===== src/rtl/ps2_pkg.sv =====
// Shared PS/2 definitions: FSM states, frame constants and default timing for the
// transmitter and the matching receiver.
package ps2_pkg;

   typedef enum logic [2:0] {
      IDLE,
      INHIBIT,
      START,
      REQ,
      WAIT_IDLE
   } ps2_state_e;

   localparam int unsigned DATA_BITS = 8;
   localparam int unsigned ACK_EDGE  = 11;

   // 50 MHz system clock: 100 us inhibit, 15 ms request-to-ACK limit
   localparam int unsigned DEF_INHIBIT_CYCLES = 5000;
   localparam int unsigned DEF_TIMEOUT_CYCLES = 750000;
   localparam int unsigned DEF_SYNC_STAGES    = 2;

   function automatic logic odd_parity(input logic [DATA_BITS-1:0] data);
      return ~^data;
   endfunction

endpackage


===== src/rtl/ps2_line_sync.sv =====
// N-stage synchronizer for one PS/2 pad plus a falling-edge detector on the
// synchronized value. Flops reset high to match an idle (pulled-up) line.
module ps2_line_sync #(
   parameter int unsigned STAGES = 2
) (
   input  logic clk,
   input  logic rst_n,
   input  logic line_i,
   output logic line_o,
   output logic fall_o
);

   logic [STAGES-1:0] sync_q, sync_d;
   logic              prev_q, prev_d;

   always_comb begin
      sync_d = (sync_q << 1) | STAGES'(line_i);
      prev_d = sync_q[STAGES-1];
   end

   always_ff @(posedge clk or negedge rst_n) begin
      if (!rst_n) begin
         sync_q <= '1;
         prev_q <= 1'b1;
      end else begin
         sync_q <= sync_d;
         prev_q <= prev_d;
      end
   end

   assign line_o = sync_q[STAGES-1];
   assign fall_o = prev_q & ~sync_q[STAGES-1];

endmodule


===== src/rtl/ps2_transmitter.sv =====
// Host-to-device PS/2 transmitter: clock inhibit, request-to-send, 8 data bits LSB
// first, odd parity, stop and ACK check, with a request-to-ACK timeout.
module ps2_transmitter
   import ps2_pkg::*;
#(
   parameter int unsigned INHIBIT_CYCLES = DEF_INHIBIT_CYCLES,
   parameter int unsigned TIMEOUT_CYCLES = DEF_TIMEOUT_CYCLES,
   parameter int unsigned SYNC_STAGES    = DEF_SYNC_STAGES
) (
   input  logic       CLK,
   input  logic       Resetn,
   input  logic       Start,
   input  logic [7:0] TxData,
   output logic       Busy,
   output logic       Done,
   output logic       Error,
   input  logic       ps2_clk_in,
   input  logic       ps2_data_in,
   output logic       ps2_clk_oe,
   output logic       ps2_data_oe
);

   localparam int unsigned InhW = $clog2(INHIBIT_CYCLES + 1);
   localparam int unsigned ToW  = $clog2(TIMEOUT_CYCLES + 1);

   // Edge thresholds compared against the count before the current fall
   localparam logic [3:0] EdgeParity = 4'(DATA_BITS);
   localparam logic [3:0] EdgeStop   = 4'(DATA_BITS + 1);
   localparam logic [3:0] EdgeAck    = 4'(ACK_EDGE - 1);

   ps2_state_e       state_q, state_d;
   logic [InhW-1:0]  inh_q, inh_d;
   logic [ToW-1:0]   to_q, to_d, to_next;
   logic [3:0]       edge_q, edge_d;
   logic [7:0]       data_q, data_d;
   logic             par_q, par_d;
   logic             busy_q, busy_d;
   logic             done_q, done_d;
   logic             error_q, error_d;
   logic             clk_oe_q, clk_oe_d;
   logic             data_oe_q, data_oe_d;

   logic clk_sync, clk_fall, data_sync, data_fall_unused;

   ps2_line_sync #(
      .STAGES (SYNC_STAGES)
   ) u_clk_sync (
      .clk    (CLK),
      .rst_n  (Resetn),
      .line_i (ps2_clk_in),
      .line_o (clk_sync),
      .fall_o (clk_fall)
   );

   ps2_line_sync #(
      .STAGES (SYNC_STAGES)
   ) u_data_sync (
      .clk    (CLK),
      .rst_n  (Resetn),
      .line_i (ps2_data_in),
      .line_o (data_sync),
      .fall_o (data_fall_unused)
   );

   always_comb begin
      state_d   = state_q;
      inh_d     = inh_q;
      to_d      = to_q;
      to_next   = to_q + 1'b1;
      edge_d    = edge_q;
      data_d    = data_q;
      par_d     = par_q;
      busy_d    = (state_q != IDLE);
      done_d    = 1'b0;
      error_d   = 1'b0;
      clk_oe_d  = clk_oe_q;
      data_oe_d = data_oe_q;

      unique case (state_q)
         IDLE: begin
            clk_oe_d  = 1'b0;
            data_oe_d = 1'b0;
            if (Start) begin
               data_d   = TxData;
               par_d    = odd_parity(TxData);
               inh_d    = InhW'(INHIBIT_CYCLES - 1);
               busy_d   = 1'b1;
               clk_oe_d = 1'b1;
               state_d  = INHIBIT;
            end
         end

         INHIBIT: begin
            if (inh_q == '0) begin
               data_oe_d = 1'b1;
               state_d   = START;
            end else begin
               inh_d = inh_q - 1'b1;
            end
         end

         START: begin
            clk_oe_d = 1'b0;
            edge_d   = '0;
            to_d     = '0;
            state_d  = REQ;
         end

         REQ: begin
            // Timeout is checked first so it wins over a same-cycle ACK sample
            if (to_next == ToW'(TIMEOUT_CYCLES)) begin
               error_d   = 1'b1;
               data_oe_d = 1'b0;
               state_d   = IDLE;
            end else begin
               to_d = to_next;
               if (clk_fall) begin
                  if (edge_q != 4'hF) begin
                     edge_d = edge_q + 1'b1;
                  end
                  if (edge_q < EdgeParity) begin
                     data_oe_d = ~data_q[edge_q[2:0]];
                  end else if (edge_q == EdgeParity) begin
                     data_oe_d = ~par_q;
                  end else if (edge_q == EdgeStop) begin
                     data_oe_d = 1'b0;
                  end else if (edge_q == EdgeAck) begin
                     data_oe_d = 1'b0;
                     if (data_sync) begin
                        error_d = 1'b1;
                        state_d = IDLE;
                     end else begin
                        state_d = WAIT_IDLE;
                     end
                  end
               end
            end
         end

         WAIT_IDLE: begin
            if (to_next == ToW'(TIMEOUT_CYCLES)) begin
               error_d   = 1'b1;
               data_oe_d = 1'b0;
               state_d   = IDLE;
            end else begin
               to_d = to_next;
               if (clk_sync && data_sync) begin
                  done_d  = 1'b1;
                  state_d = IDLE;
               end
            end
         end

         default: begin
            clk_oe_d  = 1'b0;
            data_oe_d = 1'b0;
            state_d   = IDLE;
         end
      endcase
   end

   always_ff @(posedge CLK or negedge Resetn) begin
      if (!Resetn) begin
         state_q   <= IDLE;
         inh_q     <= '0;
         to_q      <= '0;
         edge_q    <= '0;
         data_q    <= '0;
         par_q     <= 1'b0;
         busy_q    <= 1'b0;
         done_q    <= 1'b0;
         error_q   <= 1'b0;
         clk_oe_q  <= 1'b0;
         data_oe_q <= 1'b0;
      end else begin
         state_q   <= state_d;
         inh_q     <= inh_d;
         to_q      <= to_d;
         edge_q    <= edge_d;
         data_q    <= data_d;
         par_q     <= par_d;
         busy_q    <= busy_d;
         done_q    <= done_d;
         error_q   <= error_d;
         clk_oe_q  <= clk_oe_d;
         data_oe_q <= data_oe_d;
      end
   end

   assign Busy        = busy_q;
   assign Done        = done_q;
   assign Error       = error_q;
   assign ps2_clk_oe  = clk_oe_q;
   assign ps2_data_oe = data_oe_q;

endmodule


===== config.mk =====
export PLATFORM = sky130hd
export DESIGN_NAME = ps2_transmitter
export DESIGN_NICKNAME = d
export VERILOG_FILES = /design/src/rtl/ps2_pkg.sv /design/src/rtl/ps2_line_sync.sv /design/src/rtl/ps2_transmitter.sv
export SDC_FILE = /design/constraint.sdc
export NUM_CORES = 1
export LEC_CHECK = 0
export ABC_AREA = 1
export BUFFER_PORTS_ARGS = -buffer_cell sky130_fd_sc_hd__buf_2
export CAP_MARGIN = 25
export CORE_MARGIN = 2
export CORE_UTILIZATION = 30
export DETAILED_ROUTE_END_ITERATION = 12
export GPL_TIMING_DRIVEN = 0
export SLEW_MARGIN = 20
export SYNTH_ARGS = -nofsm -noshare
export SYNTH_HDL_FRONTEND = slang
export SYNTH_SLANG_ARGS = --single-unit

===== constraint.sdc =====
create_clock -name CLK -period 7.25 [get_ports CLK]
set_clock_uncertainty 0.15 [all_clocks]
set_input_delay 1.0875 -clock CLK [delete_from_list [all_inputs] [get_ports CLK]]
set_output_delay 1.0875 -clock CLK [all_outputs]
set_load 0.01 [all_outputs]

==> Yosys cells after proc, flatten, opt, wreduce, memory -nomap -nowiden <==
Index checks and enable logic that the tools add are counted.
{ "totals": {"input_bits": 13, "elab_cells": 114, "reg_bits": 59} }
{ "classes": {"n_eq_ne": 24, "n_reduce_logical": 16, "mux": 48, "order_cmp": 2, "n_bitwise": 7, "n_addsub": 3} }
{ "ops": {"columns": ["cell", "count"], "rows": [
  ["20-bit one-hot mux with 2 select lines", 1],
  ["3-bit two-way mux", 11],
  ["13-bit two-way mux", 2],
  ["13-bit one-hot mux with 2 select lines", 1],
  ["1-bit two-way mux", 23],
  ["20-bit by 1-bit adder with 20-bit output, second input constant", 1],
  ["20-bit equality test, second input constant", 1],
  ["20-bit two-way mux", 1],
  ["3-bit inequality test, second input constant", 6],
  ["2-bit inequality test, second input constant", 8],
  ["3-bit one-hot mux with 5 select lines", 1],
  ["13-bit zero test", 1],
  ["13-bit by 1-bit subtractor with 13-bit output, second input constant", 1],
  ["4-bit equality test, second input constant", 3],
  ["4-bit two-way mux", 3],
  ["4-bit one-hot mux with 2 select lines", 1],
  ["8-bit AND reduction", 1],
  ["8-bit XNOR reduction", 1],
  ["3-bit by 2-bit equality test with 1-bit output, second input constant", 2],
  ["6-bit inequality test, second input constant", 1],
  ["2-bit nonzero test", 3],
  ["5-bit AND reduction", 1],
  ["4-bit by 1-bit adder with 4-bit output, second input constant", 1],
  ["3-bit by 4-bit less-than comparator with 1-bit output, second input constant", 1],
  ["other kinds (18)", 24]
]} }

==> Depth between registers and ports, before layout <==
{ "depth": {"depth_word": 8, "ltp_mapped": 17, "mapped_depth_nobuf": 17} }

==> Modules after synthesis <==
From an unflattened synthesis, not the netlist that was laid out.
{ "unflattened": {"hier_cells": 465, "area_unflattened_um2": 3538.4} }
{ "by_module_without_submodules": {"columns": ["mod", "area_per_inst_um2", "seq_area_each_um2", "n_inst", "cells_each"], "rows": [
  ["ps2_transmitter", 3360.7, 1351.3, 1, 455],
  ["ps2_line_sync", 88.8, 78.8, 2, 5]
]} }

==> Least setup slack after synthesis <==
Ideal clock, no wire load.
{ "synth_timing": {"path_type": "flip-flop to flip-flop", "startpoint": "register to_q[1]", "endpoint": "register to_q[5]", "period_less_slack_ps": 2347, "setup_slack_ps": 4903, "stages_incl_launch_ff": 16, "path_buffers": 2, "t_arrival_ps": 2081, "required_time_ps": 6984, "path_cell_list": "dfrtp_1 -> ha_1 -> inv_1 -> nor2_2 -> nand2_4 -> nor2_8 -> xor2_2 -> nand2_2 -> nor2_4 -> nand3_4 -> nand2_4 -> nand2_2 -> buf_6 -> buf_12 -> nand3_2 -> nand2_2"} }
{ "synth_between": {"elab_chain_cells": 4, "elab_cells_between_ends": 6, "classes_between": "1 x add/sub; 2 x eq/ne; 2 x mux; 1 x reduce/logical"} }
{ "synth_lines": {"columns": ["item", "line_no", "rtl"], "rows": [
  ["from (decl)", "ps2_transmitter.sv:33", "logic [ToW-1:0] to_q, to_d, to_next;"],
  ["from (signal assigned)", "ps2_transmitter.sv:178", "to_q <= to_d;"],
  ["20-bit by 1-bit adder with 20-bit output (*)", "ps2_transmitter.sv:69", "to_next = to_q + 1'b1;"],
  ["20-bit equality test", "ps2_transmitter.sv:111, ps2_transmitter.sv:141", null],
  ["2-bit inequality test (no line)", null, null],
  ["2-bit AND reduction (no line)", null, null]
]} }
Every way passes the cells marked *; elsewhere a longest branch is shown, timed or not. The select of a mux whose other input is x is not followed.
A chain may end at the register's enable or synchronous reset.

==> Worst setup path after layout <==
{ "layout_timing": {"startpoint": "register to_q[1]", "endpoint": "register to_q[1]"} }
Same word-level chain as after synthesis.

==> metrics.cfg <==
[sta]
min_period_ps = 2770
tightest_slew_ps = 750
fmax_mhz = 361
hold_viol = 0
holdWs_ps = 207
slew_headroom_pct = 50.0
rsz0062_at_grt = false
setup_violations = 0
fin_crit_sh_pct = 38.2
final.setup.tns_ps = 0
finalMaxSlewViolations = 0

[die]
die_h_um = 114
coreArea_um2 = 11900
rows = 40
io_pins = 18
start_util_pct = 30.5
die_w_um = 114
dieArea_um2 = 13000

[pwr]
comb_power_share_pct = 32.6
p_leak_nw = 1.88
p_per_area_nw_per_um2 = 306
max-vdd-ir-drop_mv = 0.156
p_seq_share_pct = 34.6
sw_frac_of_total_pct = 37.6
switchingPower_w = 0.000481
clockPowerShare_pct = 32.8
p_int_w = 0.000800

[cells_and_area]
fin_area_um2 = 4200
drive_gt1_share_pct = 14.5
area_growth_pct = 15.6
fin_nets = 538
fill_cells = 1255
final_util_pct = 35.2
n_antenna_cell = 0

[drt]
viasPerCell = 4.79
drc = 0
postRouteWirelength_um = 8330
drt_iter0_markers = 226
drt-pass1-iter-count = 4
dr_total_vias = 3206
wl_per_cell_um = 12.4
ant_nets = 0

[clock_network]
cts_tree = yes
clk_latency_ps = 330
ctsHoldBuffers = 0
cts_sinks = 59
clockRootBuffer = clkbuf_16
clkTransAtPathRegs_ps = 50
cts_buffers = 9
ctsResizeCount = 0
cts_setup_buffers = 0
clock_path_buffers = 2
h-tree-depth = 3

[hold_path]
worstHoldStart = u_clk_sync.sync_q[0]
hp-class = reg2reg

[yosys]
synth_area_leader_cell = dfrtp_1
syn_area_per_cell_um2 = 7.41
ys_warn_count = 0
synth_common_cells = nand2_1, inv_1, dfrtp_1, nor2_1, nand3_1
synth_top_area_share_pct = 37.2
synth_edf_count = 0
yosysMostFrequentCell = nand2_1
synthCells = 490
yosysSeqAreaShare_pct = 40.9
mappedNetlistArea_um2 = 3630
synth-main-ff-cell = dfrtp_1
syn_nets = 510
ys_ff_latch = 59
ys_types = 40
synth_area_leaders = dfrtp_1, nand2_1, nand3_1, inv_1, nor2_1
async_flop_share_pct = 100

[critical_path]
reg2reg_from = to_q[1]
cp-end-kind = flip-flop
crit_type = reg2reg
crit_start = to_q[1]
cp-start-kind = flip-flop
cp_max_fo = 10
critPathRequiredTime_ps = 7310
arrival_ps = 2830

[placement]
globalplace.congestion = 0.838
place_area_um2 = 3900
numPortBuffers = 17
hpwl_um = 6130

[global_route]
grt_max_degree = 60
grt_first_pass_wirelength_um = 14300
grt_overflow = 0
grt_pass1_vias = 3081
grt_util_all_layers_pct = 13.9
antenna_found_initial = 0

[status]
outcome = finished, final reports clean

[job]
drv_cap = 0

==> worst paths after layout <==
kind                                         to  slack (ps)  cells after the start
setup reg to reg                        to_q[1]        4480                     16
min in group asynchronous               to_q[9]         680                      1
max in group asynchronous             data_q[7]        5780                      1
hold reg to reg            u_clk_sync.sync_q[1]         210                      0
setup / recovery                        to_q[1]        4480                     16
hold / removal             u_clk_sync.sync_q[1]         210                      0
==> power groups by stage <==
stage	clock, W	combinational [W]	sequential (W)
finish	0.000420	0.000418	0.000443
global placement	0	0.000411	0.000447
floorplan	0	0.000305	0.000439
CTS	0.000431	0.000422	0.000444
global route	0.000446	0.000475	0.000453
detailed placement	0	0.000419	0.000450
==> cell usage in the layout, fill, tap and decap left out, types with 2 or more instances in the layout <==
cell type	instances
nor3_1	8
nor2_2	8
clkbuf_16	9
xor2_1	4
nand2_4	2
nand2_1	140
clkinvlp_4	3
nor2_1	54
nand3_2	3
a21oi_1	11
nor2_4	2
dfstp_2	5
and3_1	2
o21ai_0	31
xnor2_1	6
nand3b_1	2
o21bai_1	2
nand2_2	8
ha_1	7
dfrtp_1	54
clkbuf_1	4
nand3_1	48
nand4_1	8
buf_2	17
inv_1	58
o22ai_2	7
==> cell families after synthesis <==
family,Yosys count,synth area share [%]
xor+xnor,11,2.86
simple gates,289,36.1
compound gates,59,10.3
buf+inv,65,7.45
fa+ha+maj,7,2.41
flops,59,40.9
==> metal layers <==
| metal | global-route usage [%] | routed length (µm) | up-vias |
|---|---|---|---|
| li1 | - | - | 1638 |
| met1 | 17.5 | 3850 | 1518 |
| met2 | 23.3 | 4130 | 46 |
| met3 | 3.35 | 296 | 4 |
| met4 | 4.72 | 53 | 0 |
| met5 | 0 | 0 | - |
==> state kept, by name (all words and copies together) (netlist names), 2 cells and up <==
signal / flops
to_q: 20
u_data_sync.sync_q: 2
u_clk_sync.sync_q: 2
state_q: 3
edge_q: 4
inh_q: 13
data_q: 8
==> final cells by class <==
| class | count | area (µm²) | area share (%) |
|---|---|---|---|
| Multi-Input combinational cell | 366 | 1880 | 44.7 |
| Sequential cell | 59 | 1480 | 35.3 |
| Clock buffer | 10 | 229 | 5.46 |
| Inverter | 58 | 218 | 5.19 |
| Tap cell | 147 | 184 | 4.38 |
| Timing Repair Buffer | 17 | 87.6 | 2.09 |
| Clock inverter | 6 | 66.3 | 1.58 |
| Buffer | 7 | 52.6 | 1.25 |
==> worst max-delay path, cell delays in order (launching register included) <==
cell	delay (ps)
dfrtp_1	420
ha_1	300
nand3_1	160
nor2_1	280
nand3_1	150
nand2_1	80
nand2_1	60
nor2_2	130
nand2_1	70
nor2_2	120
nand3_4	130
nand2_4	100
nand2_2	70
buf_6	160
buf_12	160
nand3_2	50
nand2_1	50
==> stage by stage <==
step | total power (W) | setup slack (ps) | cells
after floorplan | 0.000744 | 4900 | 490
after global placement | 0.000858 | 4530 | 654
after detailed placement | 0.000869 | 4480 | 654
after CTS | 0.00130 | 4450 | 670
after global routing | 0.00137 | 4150 | 670
final | 0.00128 | 4480 | 670
No activity file was read; power rests on OpenSTA's default activity.
